$ cat src/rtl/score_controller.sv
// Pong score sequencer: counts points per player, freezes the ball for a
// fixed hold time after every point, detects the winning score and then
// blinks the winner's digit until a new game is requested.
module score_controller #(
    parameter int WIN_SCORE    = 9,
    parameter int HOLD_CYCLES  = 25_000_000,
    parameter int BLINK_CYCLES = 12_500_000
) (
    input  logic       clk,
    input  logic       reset,
    input  logic       p1_point,
    input  logic       p2_point,
    input  logic       new_game,
    output logic [3:0] p1score,
    output logic [3:0] p2score,
    output logic       ball_freeze,
    output logic       serve_dir,
    output logic       game_over,
    output logic [1:0] winner
);

    localparam int HW = (HOLD_CYCLES > 1) ? $clog2(HOLD_CYCLES) : 1;
    localparam int BW = (BLINK_CYCLES > 1) ? $clog2(BLINK_CYCLES) : 1;
    localparam logic [HW-1:0] HOLD_LAST  = HW'(HOLD_CYCLES - 1);
    localparam logic [BW-1:0] BLINK_LAST = BW'(BLINK_CYCLES - 1);
    localparam logic [3:0]    WIN        = 4'(WIN_SCORE);
    // Digit code that scoreDisplay renders as an unlit digit.
    localparam logic [3:0]    BLANK_CODE = 4'd10;

    typedef enum logic [1:0] {
        PLAY,
        HOLD,
        GAME_OVER
    } state_t;

    state_t        state;
    logic [3:0]    s1;
    logic [3:0]    s2;
    logic [HW-1:0] hold_cnt;
    logic [BW-1:0] blink_cnt;
    logic          blank;

    logic [3:0]    s1_inc;
    logic [3:0]    s2_inc;

    assign s1_inc = s1 + 4'd1;
    assign s2_inc = s2 + 4'd1;

    // Single state machine; every output is a register updated alongside state.
    always_ff @(posedge clk or negedge reset) begin
        if (!reset) begin
            state       <= HOLD;
            s1          <= 4'd0;
            s2          <= 4'd0;
            hold_cnt    <= '0;
            blink_cnt   <= '0;
            blank       <= 1'b0;
            p1score     <= 4'd0;
            p2score     <= 4'd0;
            ball_freeze <= 1'b1;
            serve_dir   <= 1'b0;
            game_over   <= 1'b0;
            winner      <= 2'b00;
        end else if (new_game) begin
            // Restart wins over any point pulse arriving in the same cycle.
            state       <= HOLD;
            s1          <= 4'd0;
            s2          <= 4'd0;
            hold_cnt    <= '0;
            blink_cnt   <= '0;
            blank       <= 1'b0;
            p1score     <= 4'd0;
            p2score     <= 4'd0;
            ball_freeze <= 1'b1;
            serve_dir   <= 1'b0;
            game_over   <= 1'b0;
            winner      <= 2'b00;
        end else begin
            case (state)
                PLAY: begin
                    if (p1_point && p2_point) begin
                        // Simultaneous points: replay without scoring.
                        state       <= HOLD;
                        hold_cnt    <= '0;
                        ball_freeze <= 1'b1;
                    end else if (p1_point && (s1 < WIN)) begin
                        s1          <= s1_inc;
                        p1score     <= s1_inc;
                        serve_dir   <= 1'b1;
                        ball_freeze <= 1'b1;
                        if (s1_inc == WIN) begin
                            state     <= GAME_OVER;
                            game_over <= 1'b1;
                            winner    <= 2'b01;
                            blink_cnt <= '0;
                            blank     <= 1'b0;
                        end else begin
                            state    <= HOLD;
                            hold_cnt <= '0;
                        end
                    end else if (p2_point && (s2 < WIN)) begin
                        s2          <= s2_inc;
                        p2score     <= s2_inc;
                        serve_dir   <= 1'b0;
                        ball_freeze <= 1'b1;
                        if (s2_inc == WIN) begin
                            state     <= GAME_OVER;
                            game_over <= 1'b1;
                            winner    <= 2'b10;
                            blink_cnt <= '0;
                            blank     <= 1'b0;
                        end else begin
                            state    <= HOLD;
                            hold_cnt <= '0;
                        end
                    end
                end
                HOLD: begin
                    // Point pulses are ignored while the ball is parked.
                    if (hold_cnt == HOLD_LAST) begin
                        state       <= PLAY;
                        hold_cnt    <= '0;
                        ball_freeze <= 1'b0;
                    end else begin
                        hold_cnt <= hold_cnt + 1'b1;
                    end
                end
                GAME_OVER: begin
                    // Toggle the blank flag every BLINK_CYCLES; only the winner's digit blinks.
                    if (blink_cnt == BLINK_LAST) begin
                        blink_cnt <= '0;
                        blank     <= ~blank;
                        if (winner == 2'b01) begin
                            p1score <= blank ? s1 : BLANK_CODE;
                        end else begin
                            p2score <= blank ? s2 : BLANK_CODE;
                        end
                    end else begin
                        blink_cnt <= blink_cnt + 1'b1;
                    end
                end
                default: begin
                    state       <= HOLD;
                    hold_cnt    <= '0;
                    ball_freeze <= 1'b1;
                end
            endcase
        end
    end

endmodule

$ cat config.mk
export PLATFORM = sky130hd
export DESIGN_NAME = score_controller
export DESIGN_NICKNAME = d
export VERILOG_FILES = /design/src/rtl/score_controller.sv
export SDC_FILE = /design/constraint.sdc
export NUM_CORES = 1
export LEC_CHECK = 0
export ABC_AREA = 1
export BUFFER_PORTS_ARGS = -buffer_cell sky130_fd_sc_hd__buf_2
export CAP_MARGIN = 30
export CELL_PAD_IN_SITES_DETAIL_PLACEMENT = 1
export CELL_PAD_IN_SITES_GLOBAL_PLACEMENT = 1
export CORE_MARGIN = 2
export CORE_UTILIZATION = 41
export DETAILED_ROUTE_END_ITERATION = 12
export PLACE_DENSITY_LB_ADDON = 0.1
export SYNTH_ARGS = -nofsm -noshare
export SYNTH_HDL_FRONTEND = slang
export SYNTH_SLANG_ARGS = --single-unit
$ cat constraint.sdc
create_clock -name clk -period 1.6 [get_ports clk]
set_input_delay 0.32 -clock clk [delete_from_list [all_inputs] [get_ports clk]]
set_output_delay 0.32 -clock clk [all_outputs]
set_load 0.05 [all_outputs]
==> impl_metrics.env <==
export IMPL_regArea_um2=1832
export IMPL_critPathLaunchType="flip-flop"
export IMPL_syn_inst=753
export IMPL_synth_flop_cell="dfrtp_1"
export IMPL_crit_arrival_ps=2330
export IMPL_dieHeight_um=113.4
export IMPL_period_share_pct=129.4
export IMPL_final_area_um2=6914
export IMPL_multiInputGateArea_um2=3197
export IMPL_cts_root_buffer="clkbuf_16"
export IMPL_cts_buffer_depth=2
export IMPL_synth_edf_count=0
export IMPL_grt_pass1_vias=6289
export IMPL_dpl_cell_area_um2=5836
export IMPL_die_w_um=113.4
export IMPL_grt_max_degree=31
export IMPL_hold_viol_final=0
export IMPL_cts_inserted_buffers=9
export IMPL_nets=894
export IMPL_start_util_pct=42.43
export IMPL_clk_pin_slew_ps=70
export IMPL_rows=39
export IMPL_violations="negative setup slack"
export IMPL_outcome="finished, violations left"
export IMPL_ys_types=29
export IMPL_grtUsageTotal_pct=32.74
export IMPL_gp_congestion=0.9277
export IMPL_area_growth_pct=40.90
export IMPL_drv_cap=0
export IMPL_p_switching_w=0.001543
export IMPL_final_layout_size_suffix_gt1_share_pct=29.46
export IMPL_crit_required_ps=1860
export IMPL_asyncSetResetFlopFracSynth_pct=100.0
export IMPL_avgSynthCellArea_um2=6.517
export IMPL_ys_warn_count=0
export IMPL_rsz0062_at_grt="true"
export IMPL_core_um2=11560
export IMPL_fmax_mhz=483.1
export IMPL_p_clk_share_pct=44.5
export IMPL_wl_um=23660
export IMPL_drtIter0Drc=561
export IMPL_pre_cts_ws_ps=-274.6
export IMPL_vdd_drop_max_mv=0.4468
export IMPL_finalSetupViolCount=73
export IMPL_power_density_nw_per_um2=746.0
export IMPL_final_util_pct=59.79
export IMPL_syn_cell_area_um2=4907
export IMPL_slew_headroom_pct=69.92
export IMPL_clock_sinks=73
export IMPL_grt_ovfl_total=0
export IMPL_slew_violations=0
export IMPL_syn_num_nets=766
export IMPL_synth_area_leaders="dfrtp_1 36%, nand2_1 20%, nor2_1 7.7%, nand3_1 6.7%, inv_1 5.8%"
export IMPL_min_path_type="in -> async"
export IMPL_setup_slack_ps=-469.9
export IMPL_n_antenna_cell=0
export IMPL_p_int_w=0.003615
export IMPL_holdWs_ps=433.7
export IMPL_end_kind="flip-flop"
export IMPL_fin_skew_ps=10.81
export IMPL_dp_hpwl_um=12790
export IMPL_nFillCells=1478
export IMPL_worst_pin_slew_ps=447.7
export IMPL_swShare_pct=29.91
export IMPL_io_buffers=17
export IMPL_antenna_found_initial=0
export IMPL_cp_max_fo=7
export IMPL_io_pins=18
export IMPL_combinationalPowerShare_pct=17.8
export IMPL_path_class="reg -> reg"
export IMPL_period_minus_slack_ps=2070
export IMPL_htreeDepth=3
export IMPL_p_total_w=0.005158
export IMPL_power_leakage_nw=3.241
export IMPL_synth_top_area_share_pct=36.21
export IMPL_seq_power_share_pct=37.7
export IMPL_grt_pass1_wl_um=33020
export IMPL_layout_common_cells="222 x nand2_1, 100 x buf_4, 85 x nor2_1"
export IMPL_vias=6165
export IMPL_clock_latency_ps=360
export IMPL_ant_nets=0
export IMPL_synth_top_area_cell="dfrtp_1"
export IMPL_post_route_drc_count=0
export IMPL_drt_pass1_iterations=5
export IMPL_layout_commonest_cell="nand2_1"
export IMPL_seq_area_frac_synth_pct=37.28
export IMPL_yosys_register_bits=73
export IMPL_vias_per_cell=5.991
export IMPL_die_area_um2=12860
export IMPL_tritoncts="yes"
export IMPL_avgRoutedWirePerCell_um=22.99
## state kept, by name, indices dropped and copies added (netlist names)
register and cells:
winner 2, p1score 4, s2 4, blink_cnt 24, p2score 4, serve_dir 1
state 2, ball_freeze 1, s1 4, blank 1, game_over 1, hold_cnt 25
## power by group through the flow
stage	registers (W)	clock network [W]	logic (W)
6_report	0.00194	0.00229	0.000919
5_1_grt	0.00195	0.00235	0.000951
4_1_cts	0.00193	0.00227	0.000730
3_5_place_dp	0.00196	0	0.000613
3_3_place_gp	0.00196	0	0.000596
2_1_floorplan	0.00208	0	0.000237
## synth_stat cells (3+ instances only)
cell and count:
a21oi_1 5, buf_2 4, buf_4 4, clkbuf_1 9, dfrtp_1 71, ha_1 8, inv_1 76, inv_2 6
nand2_1 259, nand2_2 3, nand3_1 66, nand4_1 36, nor2_1 101, nor2_2 4, nor2_4 3, nor3_1 8
o21ai_0 50, o21ai_1 6, o22ai_1 4, or2_2 4, xnor2_1 4, xor2_1 11
## critical path, cell delays in order, from the launching register on
cell and delay [ps]:
dfrtp_2 460, buf_6 140, ha_4 160, nand2_2 80, nand2_4 70, nor2_4 200, nand3_4 130, nand2_4 120
nand3_4 240, nand2_8 240, nand2_2 60, o21ai_0 90
## logic make-up after synthesis
| group | after synthesis | synth area share, % |
|---|---|---|
| xor+xnor | 15 | 2.677 |
| fa+ha+maj | 8 | 2.040 |
| buf+inv | 99 | 7.981 |
| simple gates | 487 | 42.33 |
| compound gates | 71 | 7.700 |
| flops | 73 | 37.28 |
## final timing paths
kind	startpoint	slack [ps]	endpoint	cells past startpoint
worst max-delay path	s2[1]$_DFFE_PN0P_	-470	hold_cnt[23]$_DFFE_PN0P_	11
worst min-delay path	reset	430	s1[1]$_DFFE_PN0P_	2
worst max register to register	s2[1]$_DFFE_PN0P_	-470	hold_cnt[23]$_DFFE_PN0P_	11
worst min register to register	p2score[0]$_DFFE_PN0P_	500	p2score[0]$_DFFE_PN0P_	2
max in group asynchronous	reset	610	state[0]$_DFFE_PN1P_	3
min in group clk	new_game	450	winner[1]$_DFFE_PN0P_	4
## layer usage
| layer | track usage, % | routed length, um |
|---|---|---|
| met2 | 56.65 | 11460 |
| met4 | 15.85 | 1472 |
| met1 | 40.65 | 9247 |
| met5 | 0 | 0 |
| met3 | 3.985 | 1485 |
## cell type report
| cell class | count | share of cell area, % |
|---|---|---|
| clock buffer | 11 | 3.511 |
| clock inverter | 5 | 1.140 |
| inverter | 82 | 4.524 |
| multi-input combinational | 584 | 46.24 |
| sequential | 73 | 26.49 |
| tap | 143 | 2.588 |
| timing repair buffer | 131 | 15.51 |
## metrics by stage
| stage | setup TNS, ps | instances |
|---|---|---|
| final | -23200 | 1029 |
| after CTS | -5266 | 1016 |
| after global placement | -4989 | 986 |
| after detailed placement | -11690 | 986 |
| after global routing | -26100 | 1029 |
| after floorplan | -1001 | 753 |
## timing repair
action	4_1_cts	5_1_grt
gates cloned	4	1
pin swaps	23	25
buffers inserted	9	12
endpoints found under the hold margin	20	0
hold buffers	1	0
resized for setup	75	78
setup endpoints to repair	72	73
Power figures use the tool's default switching activity.
